### src/rtl/pipe_ctrl_if.sv
// Pipeline control bus: hazard/jump requests in, stall vector, redirect and counters out.
interface pipe_ctrl_if #(
    parameter int unsigned STALL_W = 6,
    parameter int unsigned CNT_W   = 32
);
    logic               rdy_in;
    logic               if_stallReq_in;
    logic               id_stallReq_in;
    logic               mem_stallReq_in;
    logic               ex_jump_in;
    logic [31:0]        ex_jumpTarget_in;
    logic               if_idle_in;
    logic [STALL_W-1:0] stall_out;
    logic               pcJump_out;
    logic               redirect_out;
    logic [31:0]        redirectAddr_out;
    logic [CNT_W-1:0]   stallCycles_out;
    logic [CNT_W-1:0]   flushCount_out;

    modport master (
        output rdy_in, if_stallReq_in, id_stallReq_in, mem_stallReq_in,
               ex_jump_in, ex_jumpTarget_in, if_idle_in,
        input  stall_out, pcJump_out, redirect_out, redirectAddr_out,
               stallCycles_out, flushCount_out
    );

    modport slave (
        input  rdy_in, if_stallReq_in, id_stallReq_in, mem_stallReq_in,
               ex_jump_in, ex_jumpTarget_in, if_idle_in,
        output stall_out, pcJump_out, redirect_out, redirectAddr_out,
               stallCycles_out, flushCount_out
    );
endinterface

### src/rtl/pipe_ctrl.sv
// Pipeline hazard/stall control with jump flush, deferred PC redirect and perf counters.
module pipe_ctrl #(
    parameter int unsigned STALL_W = 6,
    parameter int unsigned CNT_W   = 32
) (
    input logic        clk_in,
    input logic        rst_in,
    pipe_ctrl_if.slave bus
);

    typedef enum logic {
        IDLE    = 1'b0,
        PENDING = 1'b1
    } state_t;

    localparam logic [STALL_W-1:0] STALL_MEM   = STALL_W'(6'b011111);
    localparam logic [STALL_W-1:0] STALL_ID    = STALL_W'(6'b000111);
    localparam logic [STALL_W-1:0] STALL_IF    = STALL_W'(6'b000011);
    localparam logic [STALL_W-1:0] STALL_FETCH = STALL_W'(2'b11);

    state_t             state_q, state_d;
    logic [31:0]        pend_addr_q, pend_addr_d;
    logic [CNT_W-1:0]   stall_cnt_q, flush_cnt_q;
    logic               accept_c;
    logic [STALL_W-1:0] stall_c;
    logic               pc_jump_c;
    logic               redirect_c;
    logic [31:0]        redirect_addr_c;

    // A jump stays parked in EX while memory is busy.
    assign accept_c = bus.rdy_in & bus.ex_jump_in & ~bus.mem_stallReq_in;

    always_ff @(posedge clk_in or negedge rst_in) begin
        if (!rst_in) state_q <= IDLE;
        else         state_q <= state_d;
    end

    always_comb begin
        state_d     = state_q;
        pend_addr_d = pend_addr_q;
        case (state_q)
            IDLE: begin
                if (accept_c && !bus.if_idle_in) begin
                    state_d     = PENDING;
                    pend_addr_d = bus.ex_jumpTarget_in;
                end
            end
            PENDING: begin
                if (accept_c)
                    pend_addr_d = bus.ex_jumpTarget_in;
                if (bus.rdy_in && bus.if_idle_in)
                    state_d = IDLE;
            end
            default: state_d = IDLE;
        endcase
    end

    always_comb begin
        if (bus.mem_stallReq_in)     stall_c = STALL_MEM;
        else if (bus.id_stallReq_in) stall_c = STALL_ID;
        else if (bus.if_stallReq_in) stall_c = STALL_IF;
        else                         stall_c = '0;
        pc_jump_c       = accept_c;
        redirect_c      = 1'b0;
        redirect_addr_c = '0;
        case (state_q)
            IDLE: begin
                if (accept_c && bus.if_idle_in) begin
                    redirect_c      = 1'b1;
                    redirect_addr_c = bus.ex_jumpTarget_in;
                end
            end
            PENDING: begin
                // Hold PC and IF_ID so nothing fetched down the wrong path is latched.
                stall_c = stall_c | STALL_FETCH;
                if (bus.rdy_in && bus.if_idle_in) begin
                    redirect_c      = 1'b1;
                    redirect_addr_c = accept_c ? bus.ex_jumpTarget_in : pend_addr_q;
                end
            end
            default: ;
        endcase
        if (!bus.rdy_in) begin
            stall_c         = '1;
            pc_jump_c       = 1'b0;
            redirect_c      = 1'b0;
            redirect_addr_c = '0;
        end
    end

    always_ff @(posedge clk_in or negedge rst_in) begin
        if (!rst_in) pend_addr_q <= '0;
        else         pend_addr_q <= pend_addr_d;
    end

    // Saturating performance counters; frozen while rdy_in is low.
    always_ff @(posedge clk_in or negedge rst_in) begin
        if (!rst_in) begin
            stall_cnt_q <= '0;
            flush_cnt_q <= '0;
        end else if (bus.rdy_in) begin
            if ((stall_c != '0) && (stall_cnt_q != '1))
                stall_cnt_q <= stall_cnt_q + CNT_W'(1);
            if (accept_c && (flush_cnt_q != '1))
                flush_cnt_q <= flush_cnt_q + CNT_W'(1);
        end
    end

    assign bus.stall_out        = stall_c;
    assign bus.pcJump_out       = pc_jump_c;
    assign bus.redirect_out     = redirect_c;
    assign bus.redirectAddr_out = redirect_addr_c;
    assign bus.stallCycles_out  = stall_cnt_q;
    assign bus.flushCount_out   = flush_cnt_q;

endmodule

### src/flat_wrapper.sv
// flat-port wrapper written by rule: the top's interface ports become plain ports
module pipe_ctrl_flat 
#(
    parameter int unsigned STALL_W = 6,
    parameter int unsigned CNT_W   = 32
)
  (clk_in, rst_in, bus_rdy_in, bus_if_stallReq_in, bus_id_stallReq_in, bus_mem_stallReq_in, bus_ex_jump_in, bus_ex_jumpTarget_in, bus_if_idle_in, bus_stall_out, bus_pcJump_out, bus_redirect_out, bus_redirectAddr_out, bus_stallCycles_out, bus_flushCount_out);
  pipe_ctrl_if #(.STALL_W(STALL_W), .CNT_W(CNT_W)) bus_i ();
  input logic clk_in;
  input logic rst_in;
  input wire logic [$bits(bus_i.rdy_in)-1:0] bus_rdy_in;
  input wire logic [$bits(bus_i.if_stallReq_in)-1:0] bus_if_stallReq_in;
  input wire logic [$bits(bus_i.id_stallReq_in)-1:0] bus_id_stallReq_in;
  input wire logic [$bits(bus_i.mem_stallReq_in)-1:0] bus_mem_stallReq_in;
  input wire logic [$bits(bus_i.ex_jump_in)-1:0] bus_ex_jump_in;
  input wire logic [$bits(bus_i.ex_jumpTarget_in)-1:0] bus_ex_jumpTarget_in;
  input wire logic [$bits(bus_i.if_idle_in)-1:0] bus_if_idle_in;
  output wire logic [$bits(bus_i.stall_out)-1:0] bus_stall_out;
  output wire logic [$bits(bus_i.pcJump_out)-1:0] bus_pcJump_out;
  output wire logic [$bits(bus_i.redirect_out)-1:0] bus_redirect_out;
  output wire logic [$bits(bus_i.redirectAddr_out)-1:0] bus_redirectAddr_out;
  output wire logic [$bits(bus_i.stallCycles_out)-1:0] bus_stallCycles_out;
  output wire logic [$bits(bus_i.flushCount_out)-1:0] bus_flushCount_out;
  assign bus_i.rdy_in = bus_rdy_in;
  assign bus_i.if_stallReq_in = bus_if_stallReq_in;
  assign bus_i.id_stallReq_in = bus_id_stallReq_in;
  assign bus_i.mem_stallReq_in = bus_mem_stallReq_in;
  assign bus_i.ex_jump_in = bus_ex_jump_in;
  assign bus_i.ex_jumpTarget_in = bus_ex_jumpTarget_in;
  assign bus_i.if_idle_in = bus_if_idle_in;
  assign bus_stall_out = bus_i.stall_out;
  assign bus_pcJump_out = bus_i.pcJump_out;
  assign bus_redirect_out = bus_i.redirect_out;
  assign bus_redirectAddr_out = bus_i.redirectAddr_out;
  assign bus_stallCycles_out = bus_i.stallCycles_out;
  assign bus_flushCount_out = bus_i.flushCount_out;
  pipe_ctrl #(.STALL_W(STALL_W), .CNT_W(CNT_W)) u_core (.clk_in(clk_in), .rst_in(rst_in), .bus(bus_i));
endmodule
### config.mk
export PLATFORM = sky130hd
export DESIGN_NAME = pipe_ctrl_flat
export DESIGN_NICKNAME = d
export VERILOG_FILES = /design/src/rtl/pipe_ctrl_if.sv /design/src/rtl/pipe_ctrl.sv /design/src/flat_wrapper.sv
export SDC_FILE = /design/constraint.sdc
export NUM_CORES = 1
export LEC_CHECK = 0
export CAP_MARGIN = 5
export CELL_PAD_IN_SITES_DETAIL_PLACEMENT = 2
export CELL_PAD_IN_SITES_GLOBAL_PLACEMENT = 2
export CORE_UTILIZATION = 31
export CTS_CLUSTER_DIAMETER = 50
export DETAILED_ROUTE_END_ITERATION = 8
export PLACE_DENSITY = 0.93
export SLEW_MARGIN = 15
export SYNTH_ARGS = -nofsm -noshare
export SYNTH_HDL_FRONTEND = slang
export SYNTH_SLANG_ARGS = --single-unit
### constraint.sdc
create_clock -name clk_in -period 3.4 [get_ports clk_in]
set_input_delay 0.68 -clock clk_in [delete_from_list [all_inputs] [get_ports clk_in]]
set_output_delay 0.68 -clock clk_in [all_outputs]
set_load 0.03 [all_outputs]
Word level (Yosys, flattened, before mapping)
Cells that the tools add are included.
{"block": "word_totals", "register_bits": 97, "input_bits": 40, "out_inout_bits": 104, "wordCells": 42}
{"block": "op_classes", "add_sub_neg": 2, "eq_ne": 3, "muxes": 20, "n_bitwise": 4, "n_reduce_logical": 9}
{"operator": "2-to-1 mux 32 bit", "n": 5}
{"operator": "case mux 32 bit (2 select lines)", "n": 2}
{"operator": "adder 32 x 1 -> 32 bit (second input constant)", "n": 2}
{"operator": "!= test 32 bit (second input constant)", "n": 2}
{"operator": "2-to-1 mux 6 bit", "n": 3}
{"operator": "2-to-1 mux 1 bit", "n": 6}
{"operator": "nonzero test 6 bit", "n": 1}
{"operator": "logical AND 1 bit", "n": 5}
{"operator": "2-to-1 mux 2 bit", "n": 2}
{"operator": "case mux 1 bit (2 select lines)", "n": 2}
{"operator": "AND reduction 2 bit", "n": 2}
{"operator": "bitwise AND 1 bit", "n": 2}
{"operator": "!= test 2 x 1 -> 1 bit (second input constant)", "n": 1}
{"operator": "NOT 1 bit", "n": 2}
{"operator": "zero test 1 bit", "n": 1}

Longest topological paths before layout
{"block": "logic_depth", "ltp_word": 8, "depth_mapped": 7, "depth_no_buf": 6}

Worst setup path after synthesis
Ideal clock, no wire load.
{"block": "synth_path", "kind": "in2out", "startpoint": "in bus_mem_stallReq_in", "endpoint": "out bus_redirectAddr_out[23]", "arrival_ns": 2.237, "required_time_ns": 2.720, "slack_ns": 0.483, "path_stages": 6, "n_path_buf": 2, "path_cell_list": "nand3b_1 -> buf_2 -> clkinv_1 -> buf_1 -> nand2_1 -> a21oi_1"}
{"block": "synth_between", "elab_chain_len": 6, "word_cells_on_any_way": 8, "cone_classes": "mux (5); bitwise (2); reduce/logical (1)"}
{"element": "start, declared", "line_no": "flat_wrapper.sv:14", "source": "input wire logic [$bits(bus_i.mem_stallReq_in)-1:0] bus_mem_stallReq_in;"}
{"element": "NOT 1 bit (*)", "line_no": "pipe_ctrl.sv:31", "source": "assign accept_c = bus.rdy_in & bus.ex_jump_in & ~bus.mem_stallReq_in;"}
{"element": "bitwise AND 1 bit (*)", "line_no": "pipe_ctrl.sv:31"}
{"element": "2-to-1 mux 32 bit / logical AND 1 bit (equally long branches)", "line_no": "pipe_ctrl.sv:78, pipe_ctrl.sv:68"}
{"element": "2-to-1 mux 32 bit (on tied branches)", "line_no": "pipe_ctrl.sv:76, pipe_ctrl.sv:68"}
{"element": "case mux 32 bit (2 select lines) (*)", "line_no": "pipe_ctrl.sv:66", "source": "case (state_q)"}
{"element": "2-to-1 mux 32 bit (*)", "line_no": "pipe_ctrl.sv:83", "source": "if (!bus.rdy_in) begin"}
{"element": "end, declared", "line_no": "flat_wrapper.sv:21", "source": "output wire logic [$bits(bus_i.redirectAddr_out)-1:0] bus_redirectAddr_out;"}
Mark *: on every way between the ends. The rest lies on a longest branch, timed or not.

Worst setup path after layout
{"block": "layout_path", "startpoint": "in bus_mem_stallReq_in", "endpoint": "out bus_stall_out[0]"}
{"block": "layout_between", "elab_chain_len": 3}
{"element": "2-to-1 mux 6 bit", "line_no": "pipe_ctrl.sv:59", "source": "if (bus.mem_stallReq_in) stall_c = STALL_MEM;"}
{"element": "2-to-1 mux 2 bit", "line_no": "pipe_ctrl.sv:66"}
{"element": "2-to-1 mux 6 bit", "line_no": "pipe_ctrl.sv:83"}
{"element": "end, declared", "line_no": "flat_wrapper.sv:18", "source": "output wire logic [$bits(bus_i.stall_out)-1:0] bus_stall_out;"}
No other way between the ends.

==> impl_metrics.csv <==
group,metric,value,unit
timing,setup_viol,0,
place,io_buffer_count,143,
timing,fin_crit_sh,0.9785,
clock_tree,cts_max_level,3,
final_layout,antennaDiodeCount,0,
clock_tree,hold_buffers,0,
detailed_routing,wl_per_cell,20.02,µm
clock_tree,cts_root_buf,"clkbuf_16",
floorplan,start_util,0.3223,
clock_tree,cts_buffers,9,
worst_setup_path,critPathKind,"primary input to output port",
synthesis,synth-seq-cells,97,
place,finalWeightedCongestion,0.7870,
detailed_routing,route.vias.total,4354,
grt,grt_pass1_vias,4841,
final_layout,fin_util,0.4561,
detailed_routing,drt-vias-per-instance,5.153,
worst_setup_path,endpoint_kind,"output port",
detailed_routing,drc_errors,0,
floorplan,core-area,0.01537,mm²
worst_setup_path,worstReg2RegStart,"u_core.bus.stallCycles_out[5]",
power,power_leakage,3.262,nW
clock_tree,tritoncts,"yes",
grt,antenna_found_initial,0,
clock_tree,path_clk_slew,0.06,ns
timing,maxSlewViolCount,0,
detailed_routing,routed.top_layer,"met4",
grt,track_usage,0.2105,
synthesis,postSynthCellCount,488,
power,vdd_ir_drop_max,0.2320,mV
synthesis,synth.yosys.warnings,0,
place,dp_hpwl,12.11,mm
synthesis,ys_seq_area_frac,0.4900,
floorplan,dieArea,0.01649,mm²
final_layout,final_common_cell,"clkdlybuf4s50_1",
grt,grt_overflow,0,
run,cap_viol_max_count,0,
grt,grt_max_degree,50,
clock_tree,numClockSinks,97,
final_layout,num-nets-final,671,
min_path,hp-class,"primary input to async pin",
detailed_routing,route.met3.wl,532,µm
final_layout,most-common-layout-cells,"clkdlybuf4s50_1, dfrtp_1, nand2_1, nand3_1, a21oi_1",
floorplan,io_pins,144,
timing,relSlewSlack,0.5299,
timing,fin_worst_skew,0.004469,ns
timing,min_period,3.327,ns
grt,grt_pass1_wl,26.79,mm
synthesis,synth_area,0.004954,mm²
synthesis,syn_nets,530,
worst_setup_path,ff2ff_path_depth,5,
floorplan,fp.dieW,128.4,µm
worst_setup_path,rrSetupSlack,1.00,ns
outcome,status,"finished, final reports clean",
worst_setup_path,crit_arrival,2.65,ns
worst_setup_path,path_max_fanout,4,
detailed_routing,drt-initial-drc-count,110,
place,place_inst,829,
detailed_routing,wl_met2,9.113,mm
worst_setup_path,cp.required,2.72,ns
power,power_density,464.7,mW/mm²
worst_setup_path,reg2reg_to,"u_core.bus.stallCycles_out[1]",
final_layout,fin_cells,845,
floorplan,die_y,128.4,µm
floorplan,row_count,45,
synthesis,ys_types,51,
detailed_routing,ant_nets,0,
timing,hold_viol,0,
clock_tree,clkLatencyLatePin,0.34,ns
clock_tree,cts_buffer_depth,2,
worst_setup_path,cp-start-kind,"primary input",
timing,fmax,0.3006,GHz
final_layout,drive_gt1_frac,0.1246,
final_layout,area_growth,41.53,%
detailed_routing,m1WireLength,6.931,mm
synthesis,avgSynthCellArea,10.15,µm²
timing,tightest_slew,0.6960,ns
detailed_routing,drt-total-wl,16.92,mm
detailed_routing,dr.pass1.iters,5,
-- worst max-delay path, cell delays in order --
cell             delay [ns]
clkdlybuf4s50_1        0.48
nand2b_1               0.22
or2_2                  0.30
or3_1                  0.34
clkdlybuf4s50_1        0.62
-- cell type report --
| type | instances | area (µm²) |
|---|---|---|
| Clock inverter | 7 | 71.32 |
| Tap cell | 211 | 264.0 |
| Clock buffer | 9 | 225.2 |
| Timing Repair Buffer | 152 | 1590 |
| Multi-Input combinational cell | 358 | 2391 |
| Sequential cell | 97 | 2427 |
| Inverter | 11 | 41.29 |
| Fill cell | 1612 | 8361 |
-- power breakdown --
| part | switching [mW] | internal, mW | leakage (nW) |
|---|---|---|---|
| registers | 0.171 | 1.32 | 1.26 |
| clock network | 0.448 | 0.569 | 0.137 |
| logic | 0.409 | 0.342 | 1.87 |
-- per-stage QoR --
| step | TNS [ns] | power, mW | worst slack (ns) | hold slack, ns | instance area (µm²) |
|---|---|---|---|---|---|
| floorplan | 0 | 1.873 | 0.4826 | 0.3844 | 4954 |
| global placement | 0 | 2.204 | 0.07222 | 0.4758 | 6658 |
| detailed placement | -0.09511 | 2.271 | -0.03626 | 0.4841 | 6658 |
| CTS | 0 | 3.311 | 0.002802 | 0.4015 | 6945 |
| global route | -0.005280 | 3.416 | -0.005280 | 0.4079 | 7010 |
| finish | 0 | 3.258 | 0.07316 | 0.3703 | 7010 |
-- routing by layer --
metal	track usage	up-vias
met5	0	-
met4	0.05952	0
met3	0.03909	18
met2	0.3901	100
met1	0.2468	2241
li1	-	1995
-- flip-flops by register name, summed over array words and instances (netlist names) --
| register | count |
|---|---|
| u_core.bus.flushCount_out | 32 |
| u_core.bus.stallCycles_out | 32 |
| u_core.pend_addr_q | 32 |
| u_core.state_q | 1 |
-- repair_timing --
item	4_1_cts	5_1_grt
gates cloned	0	0
buffers inserted	0	0
endpoints found under the setup margin	7	26
resized for setup	7	26
-- worst max path at each step --
stage                         from                       end  slack [ns]
6_report       bus_mem_stallReq_in          bus_stall_out[0]        0.07
5_1_grt        bus_mem_stallReq_in          bus_stall_out[0]      -0.005
4_1_cts        bus_mem_stallReq_in  bus_redirectAddr_out[30]       0.003
3_5_place_dp   bus_mem_stallReq_in   bus_redirectAddr_out[1]       -0.04
3_3_place_gp   bus_mem_stallReq_in  bus_redirectAddr_out[29]        0.07
2_1_floorplan  bus_mem_stallReq_in  bus_redirectAddr_out[23]        0.48
-- synthesized netlist by cell type (all sizes together) --
cell / n / area [µm²]
a211o: 1 / 8.760
a211oi: 1 / 7.510
a21oi: 39 / 198.9
a31o: 1 / 17.52
a31oi: 2 / 18.77
and2: 4 / 25.02
and3: 5 / 31.28
and4: 8 / 72.57
buf: 13 / 63.81
clkbuf: 9 / 33.78
clkinv: 1 / 3.750
dfrtp: 97 / 2427
ha: 2 / 25.02
inv: 10 / 37.54
mux2: 35 / 394.1
nand2: 62 / 232.7
nand2b: 2 / 12.51
nand3: 53 / 277.8
nand3b: 1 / 7.510
nand4: 19 / 133.9
nand4b: 1 / 8.760
nor2: 24 / 90.09
nor2b: 1 / 6.260
nor3: 15 / 96.35
nor3b: 3 / 22.52
nor4: 10 / 102.6
o2111ai: 1 / 8.760
o211ai: 1 / 7.510
o21ai: 2 / 10.00
o31ai: 2 / 15.01
o41ai: 1 / 8.760
or2: 1 / 6.260
or3: 2 / 12.51
or4: 3 / 30.03
xnor2: 29 / 254.0
xor2: 27 / 244.0
-- logic make-up after synthesis --
logic type,Yosys count,share of synthesized area
AOI/OAI and AO/OA,51,0.06087
xor gates and xnor gates,56,0.1005
adders and majority gates,2,0.005051
buffers and inverters,33,0.02804
DFF,97,0.4900
muxes,35,0.07957
and+or+nand+nor,214,0.2359
No activity file was read; power rests on OpenSTA's default activity.
